`config.mk`:
```
export PLATFORM = sky130hd
export DESIGN_NAME = urate_interp
export DESIGN_NICKNAME = d
export VERILOG_FILES = /design/src/rtl/urate_pkg.sv /design/src/rtl/urate_lerp.sv /design/src/rtl/urate_interp.sv
export SDC_FILE = /design/constraint.sdc
export NUM_CORES = 1
export LEC_CHECK = 0
export CORE_MARGIN = 3
export CORE_UTILIZATION = 47
export DETAILED_ROUTE_END_ITERATION = 12
export HOLD_SLACK_MARGIN = 0.12
export SYNTH_ARGS = -nofsm -noshare
export SYNTH_HDL_FRONTEND = slang
export SYNTH_SLANG_ARGS = --single-unit
```
`constraint.sdc`:
```
create_clock -name clk -period 28.1 [get_ports clk]
set_input_delay 2.81 -clock clk [delete_from_list [all_inputs] [get_ports clk]]
set_output_delay 2.81 -clock clk [all_outputs]
set_load 0.02 [all_outputs]
```
`src/rtl/urate_pkg.sv`:
```
// urate_pkg: shared encodings and the rate-exponent clamp for the up-rate interpolator.
package urate_pkg;
    typedef enum logic [1:0] {
        MODE_ZERO = 2'd0,
        MODE_HOLD = 2'd1,
        MODE_LIN  = 2'd2,
        MODE_RSVD = 2'd3
    } mode_e;

    typedef enum logic {
        ST_IDLE  = 1'b0,
        ST_BURST = 1'b1
    } state_e;

    function automatic int clamp_rate(input int r, input int lmax);
        return (r > lmax) ? lmax : r;
    endfunction
endpackage

```
`src/rtl/urate_lerp.sv`:
```
// urate_lerp: combinational output sample for phase k of a burst (zero-stuff, hold or linear).
module urate_lerp
    import urate_pkg::*;
#(
    parameter int DWIDTH = 16,
    parameter int LMAX   = 5,
    parameter int LW     = 3
) (
    input  logic signed [DWIDTH-1:0] prev,
    input  logic signed [DWIDTH-1:0] cur,
    input  logic        [LMAX-1:0]   k,
    input  logic        [LW-1:0]     l,
    input  mode_e                    mode,
    output logic signed [DWIDTH-1:0] out
);
    localparam int PW = DWIDTH + 1 + LMAX;

    logic signed [DWIDTH:0] diff;
    logic signed [PW-1:0]   prod;

    // The arithmetic shift floors; the result always lies between prev and cur, so truncation is exact.
    always_comb begin
        diff = {cur[DWIDTH-1], cur} - {prev[DWIDTH-1], prev};
        prod = PW'(diff) * PW'(k);
        out  = (mode == MODE_LIN)                 ? DWIDTH'(PW'(prev) + (prod >>> l)) :
               (mode == MODE_ZERO && k != '0)     ? '0 : cur;
    end
endmodule

```
`src/rtl/urate_interp.sv`:
```
// urate_interp: power-of-two up-rate with valid/ready input; emits 2^rate_log2 outputs per sample.
module urate_interp
    import urate_pkg::*;
#(
    parameter int DWIDTH = 16,
    parameter int LMAX   = 5,
    parameter int LW     = 3
) (
    input  logic                     clk,
    input  logic                     rst,
    input  logic        [LW-1:0]     rate_log2,
    input  logic        [1:0]        mode,
    input  logic                     in_valid,
    output logic                     in_ready,
    input  logic signed [DWIDTH-1:0] in,
    output logic                     out_valid,
    output logic signed [DWIDTH-1:0] out
);
    state_e                   state_q, state_d;
    mode_e                    mode_q, mode_d;
    logic        [LMAX-1:0]   k_q, k_d;
    logic        [LW-1:0]     l_q, l_d;
    logic signed [DWIDTH-1:0] prev_q, prev_d, cur_q, cur_d, out_q, out_d, lerp;
    logic                     out_valid_q, out_valid_d, last, xfer;

    always_comb begin
        last     = k_q == LMAX'((1 << l_q) - 1);
        in_ready = state_q == ST_IDLE || last;
        xfer     = in_valid && in_ready;
        state_d  = xfer ? ST_BURST : last ? ST_IDLE : state_q;
        k_d      = xfer ? '0 : (state_q == ST_BURST && !last) ? k_q + LMAX'(1) : k_q;
        l_d      = xfer ? LW'(clamp_rate(int'(rate_log2), LMAX)) : l_q;
        mode_d   = xfer ? mode_e'(mode) : mode_q;
        cur_d    = xfer ? in : cur_q;
        prev_d   = xfer ? cur_q : prev_q;
    end

    // Fed from the next-state values so the registered output lines up with the phase it belongs to.
    urate_lerp #(.DWIDTH(DWIDTH), .LMAX(LMAX), .LW(LW)) u_lerp (
        .prev (prev_d),
        .cur  (cur_d),
        .k    (k_d),
        .l    (l_d),
        .mode (mode_d),
        .out  (lerp)
    );

    always_comb begin
        out_valid_d = state_d == ST_BURST;
        out_d       = out_valid_d ? lerp : out_q;
    end

    always_ff @(posedge clk or posedge rst) begin
        if (rst) begin
            state_q     <= ST_IDLE;
            mode_q      <= MODE_ZERO;
            k_q         <= '0;
            l_q         <= '0;
            prev_q      <= '0;
            cur_q       <= '0;
            out_q       <= '0;
            out_valid_q <= 1'b0;
        end else begin
            state_q     <= state_d;
            mode_q      <= mode_d;
            k_q         <= k_d;
            l_q         <= l_d;
            prev_q      <= prev_d;
            cur_q       <= cur_d;
            out_q       <= out_d;
            out_valid_q <= out_valid_d;
        end
    end

    assign out_valid = out_valid_q;
    assign out       = out_q;
endmodule

```
* Word level (Yosys, flattened, before mapping)
Index checks and enable logic that the tools add are counted.
** Operators by class
- Order comparisons :: 1
- $mul :: 1
- Reduce and logical (&&, ||, !) cells :: 7
- Muxes and demuxes :: 11
- Bitwise gates (word level) :: 1
- Shifts and indexed selects :: 2
- $add $sub $neg :: 4
- Equality and inequality tests :: 2
** Operators by type and width (count)
- two-way mux 16 bit :: 4
- multiplier 17 x 6 -> 22 bit :: 1
- >>> shifter 22 x 3 -> 16 bit :: 1
- subtractor 16 x 16 -> 17 bit :: 1
- adder 16 bit :: 1
- two-way mux 5 bit :: 2
- two-way mux 3 bit :: 2
- adder 5 x 1 -> 5 bit, second input constant :: 1
- equality test 5 bit :: 1
- nonzero test 5 bit :: 1
- << shifter 1 x 3 -> 5 bit, first input constant :: 1
- subtractor 5 x 2 -> 5 bit, second input constant :: 1
- greater-than comparator 3 bit, second input constant :: 1
- logical AND 1 bit :: 3
- equality test 2 bit, second input constant :: 1
- zero test 2 bit :: 1
- two-way mux 1 bit :: 2
- two-way mux 2 bit :: 1
- zero test 1 bit :: 1
- logical OR 1 bit :: 1
- NOT 1 bit :: 1
** Storage, ports and cells
- Register bits after elaboration :: 59
- Output and inout port bits :: 18
- Bits of input ports :: 24
- Word-level logic and storage cells :: 36

* Depth between registers and ports, before layout
- Word-level depth :: 11
- Mapped depth :: 56
- Depth with buffers taken out :: 51

* By module
Synthesis repeated with hierarchy kept, for this count alone.
** Second synthesis, totals
- Cells, all modules :: 860
- Area, all modules :: 7827.5 µm²
** Modules (own cells, without submodules)
- urate_lerp :: cells an instance 695, times used 1, area an instance 5363.9 µm², seq. area each 0.0 µm²
- urate_interp :: cells an instance 165, times used 1, area an instance 2463.6 µm², seq. area each 1476.4 µm²

* Least setup slack after synthesis
OpenSTA, ideal clock, no wires.
- Kind :: input port to flip-flop
- Start point :: input in_valid
- End point :: register out_q[14] (netlist: out[14])
- Buffers on the path :: 4
- Library setup time :: 0.127 ns
- Setup slack :: 16.424 ns
- Stages :: 43
- Data required time :: 27.973 ns
- Data arrival time :: 11.550 ns
- Path through :: o21ai_1 -> buf_2 -> buf_1 -> clkbuf_1 -> clkbuf_1 -> nand2_1 -> nand2_1 -> ha_1 -> inv_1 -> a21oi_1 -> nor2b_1 -> o21ai_0 -> a211oi_1 -> o31ai_1 -> a21o_1 -> nand2_1 -> xnor2_1 -> nor2_1 -> [7 not listed] -> a21oi_1 -> o41a_1 -> a211o_1 -> o311a_1 -> or3_1 -> a21oi_1 -> xnor2_1 -> a21boi_0 -> nand2_1 -> o211ai_1 -> o21ai_0 -> ha_1 -> nor2b_1 -> o21ai_0 -> nand2b_1 -> nor4_1 -> mux2_4 -> nor3_2
** On the way
- Cells in the longest elaborated chain, start to end :: 7
- Elaborated cells between the ends (all ways) :: 17
- Those cells by class :: add/sub: 2; mul: 1; eq/ne: 1; shift: 1; mux: 8; reduce/logical: 4
** Ends and longest elaborated chain
- start: declaration :: line urate_interp.sv:13 : input logic in_valid,
- logical AND 1 bit * :: line urate_interp.sv:29 : xfer = in_valid && in_ready;
- two-way mux 16 bit * :: line urate_interp.sv:35 : prev_d = xfer ? cur_q : prev_q;
- net prev_d[0] :: line urate_interp.sv:23 : logic signed [DWIDTH-1:0] prev_q, prev_d, cur_q, cur_d, out_q, out_d, lerp;
- subtractor 16 x 16 -> 17 bit :: line urate_lerp.sv:23 : diff = {cur[DWIDTH-1], cur} - {prev[DWIDTH-1], prev};
- multiplier 17 x 6 -> 22 bit :: line urate_lerp.sv:24 : prod = PW'(diff) * PW'(k);
- >>> shifter 22 x 3 -> 16 bit :: line urate_lerp.sv:25 : out = (mode == MODE_LIN) ? DWIDTH'(PW'(prev) + (prod >>> l)) :
- adder 16 bit * :: line urate_lerp.sv:25
- two-way mux 16 bit * :: line urate_lerp.sv:25
- end signal: assignment :: line urate_interp.sv:70 : out_q <= out_d;
- end: declaration :: line urate_interp.sv:23
Mark *: on every way through the listed nets, which the timed path passes. The rest lies on a longest branch.
A chain may end at the register's enable or synchronous reset.

* Worst setup path in the final report
Ends and elaborated chain as after synthesis.

==> metrics <==
status completed; Routed Antenna Nets 0; hold crit path type reg -> reg; most common cell in the synthesized netlist nor2_1; Diodes inserted 0; die area 18,480 sq um; GR Util All Layers 23.22%; Post-DP HPWL 16,310 um; CTS tree built; CTS sink count 59; routed len/inst 16.58 um; Die Ht 136.0 um; Cell Rows 46; DR vias/cell 5.506; synth cell count leaders nor2_1, inv_1, nand2_1, ha_1, dfrtp_1; area grow syn2layout 11.57%; synth warn 0; Top delay family on crit path compound AO/OA/AOI/OAI gates; initial antenna violation count 0; register area share after synthesis 18.60%; Detailed Routing Iterations Pass 1 5; Worst Path Max Fanout 33; Mapped Avg Cell Area 8.034 sq um; buffers from clock root to sink, at most 2; area share of the largest cell type after synthesis 18.60%; CP endpoint kind flop; Iteration-0 DRC Markers 388; first-pass GRT wire length 34,130 um; Final Cycle Share 45.10%; final slew viol count 0; cts repair resizes 0; unrepaired setup endpoints after global routing no; max cap viols 0; cts bufs inserted 9; most frequently used flop master after synthesis dfrtp_1; Final Hold Fails 0; final net count 1,167; H-tree levels 3; worst rel slew slack 38.27%; vias in the first global route 6,715; slowest stage delay, CP 0.63 ns; largest net degree at the start of global routing 60; arrival time worst endpoint 12.88 ns; total grt overflow 0; slowest CP cell clkdlybuf4s50_1; fin crit period 12.67 ns; clock slew at reported path FFs 0.06 ns; # IOs 42; Util after Layout 54.56%; Synth Net Count 1,132; FFs w/ async S/R, synth 100.0%; WP depth 42; Unique masters post-synth 92; Buf/Inv on CP 6; endpoint required time on the critical path 28.31 ns; hold path cells 2; final count of negative-setup-slack endpoints 0; Synth Instances 988; Worst Clk Skew 0.01033 ns; post-synthesis cell area 7938 sq um; fill count 1,624; Setup Fix Bufs, Post-CTS 0; FF+latch count, synth 59; highest clock rate 78.90 MHz; Slew @ Worst Pin 0.9080 ns; CP Class in -> reg; root buffer cell clkbuf_16; path depth of the worst reg2reg path 45; TNS Setup 0 ns; IO Port Bufs 41; via count 6,849; Total Wirelength 20,630 um; DRC 0; Worst-Skew Late Latency 0.33 ns; total core area 16,230 sq um; synth top area cells dfrtp_1, fa_1, ha_1; Final GP Congestion 0.8576; EDFF count, synth 0; Initial Util 48.91%; Die X 136.0 um; Hold Buf Count CTS 0; area leader, netlist dfrtp_1; Setup crit start kind primary input; share of layout cells above drive strength 1 7.588%
## metrics by stage
stage	hold slack (ns)	instance area, sq um	instances	worst slack (ns)
global placement	0.4767	8584	1228	15.48
CTS	0.4998	8856	1244	15.47
finish	0.4984	8856	1244	15.43
floorplan	0.4587	7938	988	16.42
global route	0.5286	8856	1244	14.55
detailed placement	0.4817	8584	1228	15.19
## path summary, 6_finish.rpt
kind                                   to  slack (ns)  startpoint
worst max-delay path              out[14]       15.43    in_valid
worst min-delay path               out[9]        0.50      out[9]
worst max register to register    out[14]       16.54      l_q[2]
worst min register to register     out[9]        0.50      out[9]
max in group asynchronous          out[9]       24.55         rst
min in group asynchronous       prev_q[0]        3.03         rst
## cells in the final DEF (no fill, tap or decap), types with 4 or more instances in the layout
master / n
a21oi_1: 58
o211ai_1: 6
inv_1: 130
ha_1: 68
a211oi_1: 8
fa_1: 52
a31oi_1: 9
o31ai_1: 6
buf_4: 12
xor2_1: 11
a221oi_1: 4
nand3_1: 21
or2_2: 6
nand2b_1: 9
mux2i_1: 25
nor2b_1: 9
nand2_1: 96
inv_2: 5
nor3_1: 8
nand4_1: 8
dfrtp_1: 59
and2_1: 4
o22ai_1: 6
clkdlybuf4s50_1: 41
nor2_1: 140
o21ai_1: 5
a21o_1: 17
mux2_2: 5
and3_1: 14
or3_1: 7
o21a_1: 7
clkbuf_16: 9
a211o_1: 6
xnor2_1: 37
o21ai_0: 34
## worst min-delay path, delay by kind of cell (launching register included)
family	cells	cell delay (ns)
flip-flops	1	0.34
AO/OA/AOI/OAI	2	0.12
## registers in the layout, indices dropped and copies added (netlist names)
name / flops
cur_q: 16
k_q: 5
l_q: 3
mode_q: 2
out: 16
prev_q: 16
state_q: 1
## layer usage
layer / global-route usage (%) / wire, um
met2: 40.79 / 10130
met3: 2.702 / 557
met4: 5.935 / 429
met5: 0 / 0
met1: 30.51 / 9510
## area by class of cell
class	count	area (sq um)	area share, %
Clock buffer	10	229.0	2.585
Clock inverter	6	42.54	0.4804
Inverter	137	515.5	5.821
Multi-Input combinational cell	763	5822	65.74
Sequential cell	59	1476	16.67
Tap cell	216	270.3	3.052
Timing Repair Buffer	53	500.5	5.651
## cells by family after synthesis
logic type / share of synthesized area, %
xor gates and xnor gates: 5.501
buffers and inverters: 8.196
muxes: 4.508
and+or+nand+nor: 19.66
AOI/OAI and AO/OA: 19.58
DFF: 18.60
adders and majority gates: 23.96
Power is not shown: default switching activity piles up to over one toggle a cycle in this logic, so the estimate is an artifact.
